===== src/rtl/led_bargraph_ctrl.sv =====
// led_bargraph_ctrl
//   Turns an ultrasonic distance count into a bar-graph level from 0 to NUM_LEDS.
//   The level rises as soon as the distance crosses a step threshold. It falls only
//   once the distance drops HYST counts below that threshold. The LEDs are then
//   driven as a bar or as a single dot.
//
// Optional feature macro: LED_PEAK_HOLD_EN
//   When defined, peak_level holds the highest recent level. It decays by one level
//   every HOLD_CYCLES clocks until it meets the current level. LED[peak-1] is also lit.
//   When undefined, peak_level simply mirrors level.
//
// Ports
//   clk          system clock
//   reset        synchronous, active-high reset
//   dist_counter distance measurement, unsigned, CNT_W bits
//   dist_valid   one-cycle strobe, dist_counter holds a new sample
//   mode         0 = bar, 1 = dot
//   LED          registered LED drive, active-high
//   level        registered quantised level
//   peak_level   registered peak-hold level (mirrors level without the feature)
module led_bargraph_ctrl #(
  parameter int NUM_LEDS    = 10,
  parameter int CNT_W       = 26,
  parameter int STEP        = 14500,
  parameter int HYST        = 500,
  parameter int HOLD_CYCLES = 25000000,
  localparam int LW         = $clog2(NUM_LEDS + 1)
) (
  input  logic                clk,
  input  logic                reset,
  input  logic [CNT_W-1:0]    dist_counter,
  input  logic                dist_valid,
  input  logic                mode,
  output logic [NUM_LEDS-1:0] LED,
  output logic [LW-1:0]       level,
  output logic [LW-1:0]       peak_level
);

  // The extra LW bits keep k*STEP and dist+HYST from wrapping.
  localparam int CW = CNT_W + LW;

  logic [CW-1:0]       dist_ext;
  logic [CW-1:0]       dist_hyst;
  logic [NUM_LEDS-1:0] ge_up;
  logic [NUM_LEDS-1:0] ge_dn;
  logic [LW-1:0]       raw_up;
  logic [LW-1:0]       raw_dn;
  logic [LW-1:0]       level_reg;
  logic [LW-1:0]       level_next;
  logic [LW-1:0]       peak_next;
  logic [NUM_LEDS-1:0] led_reg;
  logic [NUM_LEDS-1:0] led_next;

  assign dist_ext  = {{LW{1'b0}}, dist_counter};
  assign dist_hyst = dist_ext + CW'(HYST);

  // One comparator pair per threshold k = gi+1.
  generate
    for (genvar gi = 0; gi < NUM_LEDS; gi++) begin : g_thr
      localparam logic [CW-1:0] THR = CW'(gi + 1) * CW'(STEP);
      assign ge_up[gi] = (dist_ext  >= THR);
      assign ge_dn[gi] = (dist_hyst >= THR);
    end
  endgenerate

  // The thresholds increase with k, so the count of passed compares is the level.
  // The count cannot exceed NUM_LEDS, so the level saturates by construction.
  always_comb begin
    raw_up = '0;
    raw_dn = '0;
    for (int i = 0; i < NUM_LEDS; i++) begin
      raw_up = raw_up + LW'(ge_up[i]);
      raw_dn = raw_dn + LW'(ge_dn[i]);
    end
  end

  // raw_dn >= raw_up always, so the rise and fall conditions are exclusive.
  always_comb begin
    level_next = level_reg;
    if (dist_valid) begin
      if (raw_up > level_reg) begin
        level_next = raw_up;
      end else if (raw_dn < level_reg) begin
        level_next = raw_dn;
      end
    end
  end

`ifdef LED_PEAK_HOLD_EN
  localparam int TW = (HOLD_CYCLES > 1) ? $clog2(HOLD_CYCLES) : 1;

  logic [LW-1:0] peak_reg;
  logic [TW-1:0] timer_reg;
  logic [TW-1:0] timer_next;

  always_comb begin
    peak_next  = peak_reg;
    timer_next = timer_reg;
    if (level_next > peak_reg) begin
      peak_next  = level_next;
      timer_next = TW'(HOLD_CYCLES - 1);
    end else if (peak_reg > level_next) begin
      if (timer_reg == '0) begin
        // peak_reg > level_next, so a single step never drops below the level.
        peak_next  = peak_reg - 1'b1;
        timer_next = TW'(HOLD_CYCLES - 1);
      end else begin
        timer_next = timer_reg - 1'b1;
      end
    end
  end

  always_ff @(posedge clk) begin
    if (reset) begin
      peak_reg  <= '0;
      timer_reg <= '0;
    end else begin
      peak_reg  <= peak_next;
      timer_reg <= timer_next;
    end
  end

  assign peak_level = peak_reg;
`else
  assign peak_next  = level_next;
  assign peak_level = level_reg;
`endif

  // Bar mode lights bits below the level. Dot mode lights only bit level-1.
  // The peak marker is ORed in when the feature is enabled.
  generate
    for (genvar gi = 0; gi < NUM_LEDS; gi++) begin : g_led
      logic bar_bit;
      logic dot_bit;
      logic peak_bit;
      assign bar_bit = (LW'(gi) < level_next);
      assign dot_bit = (level_next == LW'(gi + 1));
`ifdef LED_PEAK_HOLD_EN
      assign peak_bit = (peak_next == LW'(gi + 1));
`else
      assign peak_bit = 1'b0;
`endif
      assign led_next[gi] = (mode ? dot_bit : bar_bit) | peak_bit;
    end
  endgenerate

  always_ff @(posedge clk) begin
    if (reset) begin
      level_reg <= '0;
      led_reg   <= '0;
    end else begin
      level_reg <= level_next;
      led_reg   <= led_next;
    end
  end

  assign level = level_reg;
  assign LED   = led_reg;

endmodule


===== config.mk =====
export PLATFORM = sky130hd
export DESIGN_NAME = led_bargraph_ctrl
export DESIGN_NICKNAME = d
export VERILOG_FILES = /design/src/rtl/led_bargraph_ctrl.sv
export SDC_FILE = /design/constraint.sdc
export NUM_CORES = 1
export LEC_CHECK = 0
export CAP_MARGIN = 20
export CORE_MARGIN = 5
export CORE_UTILIZATION = 60
export DETAILED_ROUTE_END_ITERATION = 6
export GPL_TIMING_DRIVEN = 0
export PLACE_DENSITY = 0.94
export RECOVER_POWER = 25
export SLEW_MARGIN = 20
export SYNTH_ARGS = -nofsm -noshare
export SYNTH_HDL_FRONTEND = slang
export SYNTH_SLANG_ARGS = --single-unit
export TNS_END_PERCENT = 20

===== constraint.sdc =====
create_clock -name clk -period 19.15 [get_ports clk]
set_clock_uncertainty 0.15 [all_clocks]
set_input_delay 1.915 -clock clk [delete_from_list [all_inputs] [get_ports clk]]
set_output_delay 1.915 -clock clk [all_outputs]
set_load 0.02 [all_outputs]

After elaboration in Yosys (flattened, before gate mapping)
Index checks and enable logic that the tools add are counted.

word-level totals
  register bits = 14
  input port bits = 30
  output and inout bits = 18

cells by class
  add/subtract/negate cells = 19
  magnitude comparators = 32
  equality and inequality tests = 10
  muxes and demuxes = 13

operators by type and width
  kind                     count
  $ge A27 B17 Y1 const B   5
  $ge A26 B17 Y1 const B   5
  $ge A27 B16 Y1 const B   2
  $ge A26 B16 Y1 const B   2
  $add A4 B1 Y4            12
  $add A26 B9 Y27 const B  1
  $ge A27 B14 Y1 const B   1
  $ge A27 B15 Y1 const B   1
  $ge A27 B18 Y1 const B   1
  $ge A26 B14 Y1 const B   1
  $ge A26 B15 Y1 const B   1
  $ge A26 B18 Y1 const B   1
  $eq A4 B3 Y1 const B     4
  $lt A3 B4 Y1 const A     4
  $eq A4 B4 Y1 const B     3
  $mux W4                  3
  $mux W1                  10
  $add A3 B1 Y4            2
  $eq A4 B2 Y1 const B     2
  $lt A1 B4 Y1 const A     2
  $lt A2 B4 Y1 const A     2
  $lt A4 B4 Y1 const A     2
  $add A2 B1 Y3            2
  $add A1 B1 Y2            2
  3 further kinds          3

Depth between registers and ports, before layout
Gate-level depths: netlist (run 1).

  word-level depth = 17
  depth in mapped cells = 27
  mapped depth without buffers = 25

Least setup slack after synthesis (run 1)
No wires, ideal clock.

  path type = input to register
  start = input port dist_counter[2]
  end = register led_reg[4] (netlist: LED[4])
  library setup time = 0.075 ns
  arrival = 7.955 ns
  data required time = 18.925 ns
  setup slack = 10.970 ns
  stages = 21
  buffers on the path = 1
  cells stage by stage = ha_1 -> or3_1 -> buf_2 -> o31ai_1 -> o21ai_1 -> or4_1 -> nor4_1 -> o21ai_0 -> and4_1 -> fa_1 -> inv_1 -> fa_1 -> fa_1 -> ha_1 -> fa_1 -> ha_1 -> a2111o_1 -> a31oi_1 -> o22ai_1 -> or4b_1 -> o22ai_1

between the ends
  word-level cells in the longest chain between the ends = 17

ends and longest elaborated chain
  element                                                  line      RTL
  start, declared                                          31        input logic [CNT_W-1:0] dist_counter,
  $add A26 B9 Y27                                          55        assign dist_hyst = dist_ext + CW'(HYST);
  $ge A27 B14 Y1 / $ge A27 B15 Y1 (equally long branches)  62        assign ge_dn[gi] = (dist_hyst >= THR);
  $add A1 B1 Y2                                            73        raw_dn = raw_dn + LW'(ge_dn[i]);
  $add A2 B1 Y3                                            73
  $add A3 B1 Y4                                            73
  $add A4 B1 Y4 (6 in a row)                               73
  $lt A4 B4 Y1                                             83        end else if (raw_dn < level_reg) begin
  $mux W4                                                  83
  $mux W4 *                                                81        if (raw_up > level_reg) begin
  $mux W4 *                                                80        if (dist_valid) begin
  $lt A3 B4 Y1 / $eq A4 B3 Y1 (equally long branches)      136, 137
  $mux W1 *                                                143       assign led_next[gi] = (mode ? dot_bit : bar_bit) | peak_bit;
  end signal, assigned                                     153       led_reg <= led_next;
  end, declared                                            51        logic [NUM_LEDS-1:0] led_reg;

Mark *: on every way between the ends. The rest lies on a longest branch, timed or not.
A chain may end at the register's enable or synchronous reset.

Final worst setup path (run 1)
  start = input port dist_counter[3]
  end = register led_reg[4] (netlist: LED[4])

The elaborated chain is that of the path after synthesis.

==> results of run 1 <==
## per-stage QoR
step	cells	hold slack, ps	cell area, sq um	total power [mW]	worst slack [ps]
4_1_cts	526	671	3550	0.143	9830
3_5_place_dp	522	672	3490	0.114	9630
2_1_floorplan	412	668	2980	0.0855	10970
3_3_place_gp	522	630	3490	0.112	9790
6_report	526	676	3550	0.144	9780
5_1_grt	526	721	3550	0.153	9280
## final timing paths
path,endpoint,cells after the start
hold / removal,LED[4],3
setup / recovery,LED[4],23
setup reg to reg,LED[9],11
hold reg to reg,LED[4],3
## cells in the final DEF, fill, tap and decap left out, types with 17 or more instances in the layout
cell,n
a21oi_1,17
clkdlybuf4s50_1,35
ha_1,18
inv_1,24
nand2_1,30
nand3_1,23
nor2_1,33
nor3_1,23
o21ai_0,21
xnor2_1,17
## area by class of cell
class                           count  area, sq um  share of cell area, %
Tap cell                           67         83.8                   2.36
Clock buffer                        4         55.1                   1.55
Timing Repair Buffer               43          430                   12.1
Inverter                           24         90.1                   2.54
Sequential cell                    14          280                   7.90
Multi-Input combinational cell    343         2450                   69.1
Buffer                             31          158                   4.44
## where the power goes
part	internal [mW]	leakage [nW]	switching, mW
registers	0.0325	0.116	0.00197
logic	0.0315	1.10	0.0490
clock network	0.0182	0.0288	0.0105
## worst min-delay path: stages (launching register included)
cell,delay (ps)
dfxtp_1,390
o22ai_1,130
or4b_1,180
o22ai_1,80
## routing by layer
| metal | vias to the layer above | GRT usage [%] |
|---|---|---|
| met1 | 1608 | 39.9 |
| li1 | 1638 | - |
| met5 | - | 0 |
| met3 | 27 | 2.69 |
| met4 | 0 | 7.94 |
| met2 | 168 | 50.2 |
## cells by family after synthesis
logic type | after synthesis | synth area share [%]
AOI/OAI and AO/OA | 116 | 27.7
xor gates and xnor gates | 26 | 7.89
adders and majority gates | 30 | 15.6
buffers and inverters | 55 | 8.31
DFF | 14 | 9.40
muxes | 2 | 0.714
and+or+nand+nor | 169 | 30.4
==> results by group, run 1 <==
Outcome
  • Status: finished clean

Critical path
  • Max Fanout on Critical Path: 9
  • Reg-to-Reg Start: level[3]
  • Crit Path Class: primary input to flip-flop
  • CP startpoint kind: primary input
  • Crit path top cell by count: fa_1
  • Slowest cell on the critical path: nor3_1
  • Crit path cell chain: clkdlybuf4s50_1 > ha_1 > nor3_1 > a211oi_2 > nand3_1 > xor2_1 > nand2_1 > or3_1 > a2111oi_2 > fa_1 > inv_1 > fa_1 > fa_1 > ha_1 > fa_1 > xnor2_1 > ha_1 > nor3_1 > nor2_1 > a31oi_1 > o22ai_1 > or4b_1 > o22ai_1
  • CP Capture Type: flip-flop
  • Critical path launch point: dist_counter[3]
  • CP Data Required Time: 19,170 ps
  • Largest delay share family, worst path: adder cells
  • Crit path largest cell delay: 600 ps
  • WP buf/inv: 2
  • Flop2flop setup slack: 15,890 ps
  • Crit path DAT: 9390 ps

Clock tree
  • Clk_lat worst skew: 240 ps
  • Number of CTS-inserted buffers: 3
  • Post-CTS sizing: 0
  • Clock Sinks: 14
  • Setup bufs post-CTS: 0
  • CTS max path bufs: 2
  • H-tree Lvls: 1
  • CTS tree: done
  • Worst-path clk slew: 60 ps
  • # hold bufs at CTS: 0
  • Root Driver: clkbuf_8

Floorplanning
  • Starting Density: 62.3%
  • Die Wd: 80.5 um
  • Core box area: 0.00479 sq mm
  • Row cnt: 25
  • Io pins: 48
  • Height of the die: 80.5 um
  • Die area: 0.00648 sq mm

Cells and area
  • FILL cells: 394
  • Area delta synth->final: 19.1%
  • Final-stage net count: 520
  • Layout cells sized above 1: 7.63%
  • Largest register FFs: 10
  • Final core utilization: 74.2%
  • ANT cells: 0

STA
  • Max Fclk: 0.107 GHz
  • RSZ-0062 raised after global routing: false
  • Setup violations, final: 0
  • Worst slew margin: 49.9%
  • Slew at the pin with the worst max-slew slack: 746 ps
  • Ratio of final minimum period to clock period: 48.9%
  • Final min period: 9370 ps
  • Final Hold Fails: 0
  • Max-slew violations: 0
  • Setup TNS: 0 ps

Logic synthesis
  • Sequential share of the synthesized area: 9.40%
  • Async SR Flop Fraction: 0%
  • Post-Syn Nets: 472
  • Distinct cells, synth: 72
  • Synth Register Bits: 14
  • Share of the synthesized area in the top cell type: 9.40%
  • EDFF count, synth: 0
  • Gate Count Post-Synth: 412
  • Synth area leaders: dfxtp_1 (9.4%), fa_1 (8.1%), ha_1 (7.6%)
  • Leading area contributor after synthesis: dfxtp_1
  • Cell Area, Synth: 0.00298 sq mm
  • Top_reg_cell synth: dfxtp_1
  • Top-count cell post-synth: nor2_1
  • Top post-synthesis cells by count: nor2_1 (33), nand2_1 (30), inv_1 (24), nand3_1 (23), nor3_1 (23)
  • Avg Cell Area, Syn: 7.23 sq um
  • Ys Warns: 0

Pwr
  • Leakage: 1.24 nW
  • PwrDens: 40.5 mW/mm^2
  • Worst vdd ir: 0.0598 mV

Placement
  • Placer congestion estimate: 0.969
  • Port bufs: 43
  • HPWL Detailed: 7250 um

Route
  • Drt wl/cell: 17.5 um
  • Via count of the routed design: 3,441
  • Total wire length: 9180 um
  • Iteration-0 DRC Markers: 486
  • Highest Signal Layer: met4
  • DRC viols: 0
  • First-pass detailed-route iteration total: 5
  • Antenna viol nets, final: 0
  • M1 WL: 3910 um
  • Met3 WL: 615 um
  • Vias per inst: 6.54
  • DR WL met2: 4420 um

Global route
  • Largest net degree at the start of global routing: 11
  • Vias in the first global route: 3,258
  • Tot GR Track Use: 29.6%
  • First-pass GRT wire length: 15,600 um
  • GR Overflow Total: 0
  • Initial antenna violation count: 0

Hold path
  • Hold Path Class: flip-flop to flip-flop
  • HP Start: level[1]

Job
  • Maxcap violations: 0
Power figures use the tool's default switching activity.
==> inputs of run 2 (changes only) <==
- CORE_UTILIZATION: 60 -> 50
- PLACE_DENSITY: 0.94 -> 0.84
- clock period: 19.15 -> 7.7 ns (I/O delays scaled with it)
==> run 2 against run 1 <==
  * Worst hold slack worse by 11 ps
  * Clock-buffer cell count stayed put
  * Power grew to 2.6 times the previous value
  * Sequential share of layout area is 0.53 points lower
  * Die area is 17% higher
  * Register-to-register slack worse by 11000 ps
  * Critical path type unchanged
  * Combinational power grew to 2.7 times the previous value
  * Final area is 7.3% higher
  * Global-route usage is 5.3 points lower
  * Critical path depth stayed put
==> results by group, run 2 (synthesis results as in run 1) <==
Cells and area
  • Area delta synth->final: 27.7%
  • Final core utilization: 65.1%
  • Final non-filler cell area: 0.00381 sq mm
  • Commonest non-fill, non-tap cell in the layout: nor2_1
  • Layout cells sized above 1: 13.4%
  • Register area: 280 sq um
  • Final-stage net count: 522
  • ANT cells: 0
  • Multi-input gate area: 0.00265 sq mm
  • Most frequent cells in the layout: nor2_1 (33), nand2_1 (29), clkdlybuf4s50_1 (27)
  • Largest register FFs: 10
  • FILL cells: 493

Job
  • Maxcap violations: 0

STA
  • Setup ws final: 215 ps
  • Setup TNS: 0 ps
  • Slew at the pin with the worst max-slew slack: 760 ps
  • Max Fclk: 0.134 GHz
  • Max-slew violations: 0
  • Setup violations, final: 0
  • Ratio of final minimum period to clock period: 97.2%
  • Final Hold Fails: 0
  • Final min period: 7490 ps
  • Worst slew margin: 49.0%

Clock tree
  • CTS max path bufs: 2
  • Worst-path clk slew: 60 ps
  • Root Driver: clkbuf_8
  • CTS tree: done
  • Number of CTS-inserted buffers: 3
  • H-tree Lvls: 1
  • Clk_lat worst skew: 260 ps
  • # hold bufs at CTS: 0
  • Clock Sinks: 14

Floorplanning
  • Core box area: 0.00585 sq mm
  • Starting Density: 50.9%
  • Die Wd: 87.2 um
  • Height of the die: 87.2 um
  • Io pins: 48
  • Row cnt: 28
  • Die area: 0.00760 sq mm

Critical path
  • Worst setup path endpoint: LED[4]
  • CP startpoint kind: primary input
  • CP Capture Type: flip-flop
  • Crit path top cell by count: fa_1
  • Crit path cell chain: clkdlybuf4s50_1 > nand3_4 > or4_4 > nor4b_2 > mux2_1 > o21ai_2 > or3_1 > a2111oi_4 > fa_1 > inv_1 > fa_1 > fa_1 > ha_1 > fa_1 > xnor2_2 > ha_1 > nor3_1 > nor2_1 > nand2_1 > a31oi_2 > o22ai_4 > or4b_1 > o22ai_1
  • CP Data Required Time: 7720 ps
  • Worst r2r path cells: 10
  • Largest delay share family, worst path: adder cells
  • Crit path DAT: 7510 ps
  • Max Fanout on Critical Path: 9
  • Crit path largest cell delay: 570 ps
  • Reg2reg end: LED[4]
  • Crit Path Class: primary input to flip-flop
  • WP buf/inv: 2
  • Slowest cell on the critical path: clkdlybuf4s50_1
  • Flop2flop setup slack: 4700 ps
  • Critical path launch point: dist_counter[10]
  • Reg-to-Reg Start: level[1]
  • Crit path depth: 23

Global route
  • Initial antenna violation count: 0
  • First-pass GRT wire length: 15,100 um
  • Vias in the first global route: 3,150
  • Tot GR Track Use: 24.3%
  • GR Overflow Total: 0
  • Largest net degree at the start of global routing: 11

Route
  • Drt wl/cell: 17.9 um
  • Antenna viol nets, final: 0
  • Via count of the routed design: 3,499
  • Iteration-0 DRC Markers: 350
  • Total wire length: 9590 um
  • DRC viols: 0
  • First-pass detailed-route iteration total: 6
  • Vias per inst: 6.53

Pwr
  • PwrDens: 99.2 mW/mm^2
  • Overall Power: 0.378 mW
  • Worst vdd ir: 0.139 mV
  • Leakage: 1.41 nW

Hold path
  • Hold path cells: 3
  • Hold Path Class: flip-flop to flip-flop

Placement
  • Port bufs: 43
  • Place WS: -536 ps
  • Placed Area: 0.00350 sq mm
  • Placer congestion estimate: 1.00
  • HPWL Detailed: 7100 um

Outcome
  • Status: finished clean
[run 2: cell types whose count changed in the layout (fill, tap and decap cells not counted), sizes merged]
| cell | before | now |
|---|---|---|
| dlymetal6s2s | 0 | 9 |
| buf | 15 | 16 |
| clkbuf | 20 | 21 |
| dlygate4sd3 | 8 | 7 |
| clkdlybuf4s50 | 35 | 27 |
[run 2: metrics by stage]
stage,hold WS [ps],instances
floorplan,668,412
global placement,641,530
detailed placement,628,530
CTS,651,534
global route,727,536
finish,664,536
[run 2: how the worst min path moves through the flow]
| stage | from | to |
|---|---|---|
| 4_1_cts | level[1] | LED[4] |
| 2_1_floorplan | level[3] | level[3] |
| 6_report | level[1] | LED[4] |
| 3_3_place_gp | level[1] | LED[4] |
| 3_5_place_dp | level[1] | LED[4] |
| 5_1_grt | level[1] | LED[4] |
[run 2: layer usage]
| metal | up-vias | GRT usage, % | share of wire (%) |
|---|---|---|---|
| met5 | - | 0 | 0 |
| met4 | 0 | 6.14 | 2.5 |
| met3 | 27 | 4.26 | 8.6 |
| met2 | 198 | 41.0 | 48 |
| met1 | 1632 | 32.0 | 40 |
| li1 | 1642 | - | - |
[run 2: final cells by class]
| type | instances | area share, % |
|---|---|---|
| Timing Repair Buffer | 46 | 12.5 |
| Clock buffer | 4 | 1.45 |
| Tap cell | 75 | 2.46 |
| Inverter | 24 | 2.37 |
| Sequential cell | 14 | 7.36 |
| Multi-Input combinational cell | 343 | 69.5 |
| Buffer | 30 | 4.37 |
[run 2: repair_timing]
item                       in CTS  in global routing
setup endpoints to repair      10                 13
buffers inserted                0                  3
pin swaps                       0                  4
resized for setup              10                 43
[run 2: worst min-delay path: cells and delay by family, from the launching register on]
| kind | cells | cell delay, ps |
|---|---|---|
| compound gates | 2 | 190 |
| flops | 1 | 390 |
| simple gates | 1 | 180 |
[run 2: report_power, final]
part | internal, mW | switching, mW
combinational | 0.0870 | 0.131
sequential | 0.0809 | 0.00515
clock | 0.0454 | 0.0285
==> inputs of run 3 (changes only) <==
- CORE_MARGIN: 5 -> unset
==> run 3 against run 2 <==
  * Clock power fell by 3.0%
  * Highest routed layer unchanged
  * Worst hold slack got worse by 9.1 ps
  * Wire length is 1.2% lower
  * Critical endpoint unchanged
  * Die area decreased by 18%
  * Power hardly changed
==> results by group, run 3 (synthesis results as in run 1) <==
Floorplanning
  • Die Wd: 79.2 um
  • Core box area: 0.00564 sq mm
  • Die area: 0.00627 sq mm
  • Starting Density: 52.8%
  • Io pins: 48
  • Row cnt: 27
  • Height of the die: 79.2 um

Cells and area
  • Largest register FFs: 10
  • Most frequent cells in the layout: nor2_1 (32), nand2_1 (29), clkdlybuf4s50_1 (27)
  • ANT cells: 0
  • Final-stage net count: 522
  • Final core utilization: 67.5%
  • FILL cells: 469
  • Area delta synth->final: 27.8%
  • Layout cells sized above 1: 13.9%
  • Fin cells: 533
  • Commonest non-fill, non-tap cell in the layout: nor2_1

Route
  • Via count of the routed design: 3,476
  • Total wire length: 9470 um
  • Drt wl/cell: 17.8 um
  • First-pass detailed-route iteration total: 5
  • DRC viols: 0
  • Iteration-0 DRC Markers: 276
  • Antenna viol nets, final: 0
  • Vias per inst: 6.52

STA
  • Max-slew violations: 0
  • Final Hold Slack: 655 ps
  • Final Hold Fails: 0
  • Setup violations, final: 0
  • Max Fclk: 0.135 GHz
  • Worst slew margin: 50.8%
  • Final min period: 7420 ps
  • Slew at the pin with the worst max-slew slack: 733 ps
  • Ratio of final minimum period to clock period: 96.3%

Pwr
  • PwrDens: 99.1 mW/mm^2
  • Leakage: 1.40 nW
  • Worst vdd ir: 0.150 mV

Clock tree
  • CTS tree: done
  • Clock Sinks: 14
  • CTS max path bufs: 2
  • Worst-path clk slew: 60 ps
  • H-tree Lvls: 1
  • Clk_lat worst skew: 250 ps
  • Number of CTS-inserted buffers: 3
  • Root Driver: clkbuf_8

Job
  • Maxcap violations: 0

Global route
  • First-pass GRT wire length: 15,000 um
  • Tot GR Track Use: 29.8%
  • Largest net degree at the start of global routing: 11
  • Initial antenna violation count: 0
  • GR Overflow Total: 0
  • Vias in the first global route: 3,194

Outcome
  • Status: finished clean

Critical path
  • Crit path largest cell delay: 590 ps
  • CP startpoint kind: primary input
  • CP Data Required Time: 7720 ps
  • Crit path DAT: 7440 ps
  • Crit path cell chain: clkdlybuf4s50_1 > nand2_2 > or4_4 > nor4b_2 > mux2_1 > o21ai_2 > or3_1 > a2111oi_4 > fa_1 > inv_1 > fa_1 > fa_1 > ha_1 > fa_1 > xnor2_2 > ha_1 > a2111o_1 > a31oi_4 > o22ai_4 > or4b_1 > o22ai_1
  • Crit Path Class: primary input to flip-flop
  • Max Fanout on Critical Path: 9
  • CP Capture Type: flip-flop
  • Slowest cell on the critical path: or4_4
  • Crit path top cell by count: fa_1

Placement
  • HPWL Detailed: 7200 um
  • Placer congestion estimate: 0.979
  • DP Cell Count: 527
  • Port bufs: 43

Hold path
  • Hold Path Class: flip-flop to flip-flop
## run 3: worst paths after layout
kind,from,endpoint,slack (ps),depth (start not counted)
setup reg to reg,level[1],LED[4],4730,10
setup / recovery,dist_counter[12],LED[4],280,21
hold reg to reg,level[1],level[1],660,3
hold / removal,level[1],level[1],660,3
## run 3: area by class of cell
type | instances | area [sq um] | share of cell area, %
flip-flops and latches | 14 | 280 | 7.36
well taps | 72 | 90.1 | 2.37
plain buffers | 30 | 168 | 4.40
repair buffers | 46 | 473 | 12.4
clock buffers | 4 | 55.1 | 1.45
multi-input cells | 343 | 2650 | 69.6
inverters | 24 | 90.1 | 2.37
## run 3: power breakdown
| group | internal, mW | leakage [nW] | switching [mW] |
|---|---|---|---|
| clock network | 0.0453 | 0.0288 | 0.0264 |
| registers | 0.0809 | 0.116 | 0.00507 |
| logic | 0.0888 | 1.25 | 0.131 |
## run 3: metal layers
metal	routed length, um	part of all wire, %	up-vias	track usage, %
met5	0	0	-	0
met4	187	2.0	0	10.2
met3	616	6.5	19	2.41
met2	4690	50	176	51.3
met1	3980	42	1638	38.8
li1	-	-	1643	-
## run 3: timing repair
action,in CTS,in global routing
hold buffers,0,0
pin swaps,0,4
resized for setup,12,43
setup endpoints to repair,12,14
buffers inserted,1,2
gates cloned,0,0
## run 3: critical path: cells and delay by family
family,cells,cell delay [ps]
compound gates,6,1470
fa+ha+maj,6,2260
buf+inv,2,610
simple gates,5,1960
mux,1,180
xor+xnor,1,170
## run 3: per-stage QoR
| stage | power (mW) | TNS (ps) | cell area [sq um] | setup WS, ps |
|---|---|---|---|---|
| finish | 0.378 | 0 | 3810 | 282 |
| global route | 0.400 | -132 | 3810 | -63.9 |
| CTS | 0.360 | 0 | 3620 | 27.5 |
| detailed placement | 0.282 | -5700 | 3500 | -614 |
| global placement | 0.278 | -3890 | 3500 | -494 |
| floorplan | 0.213 | 0 | 2980 | 665 |
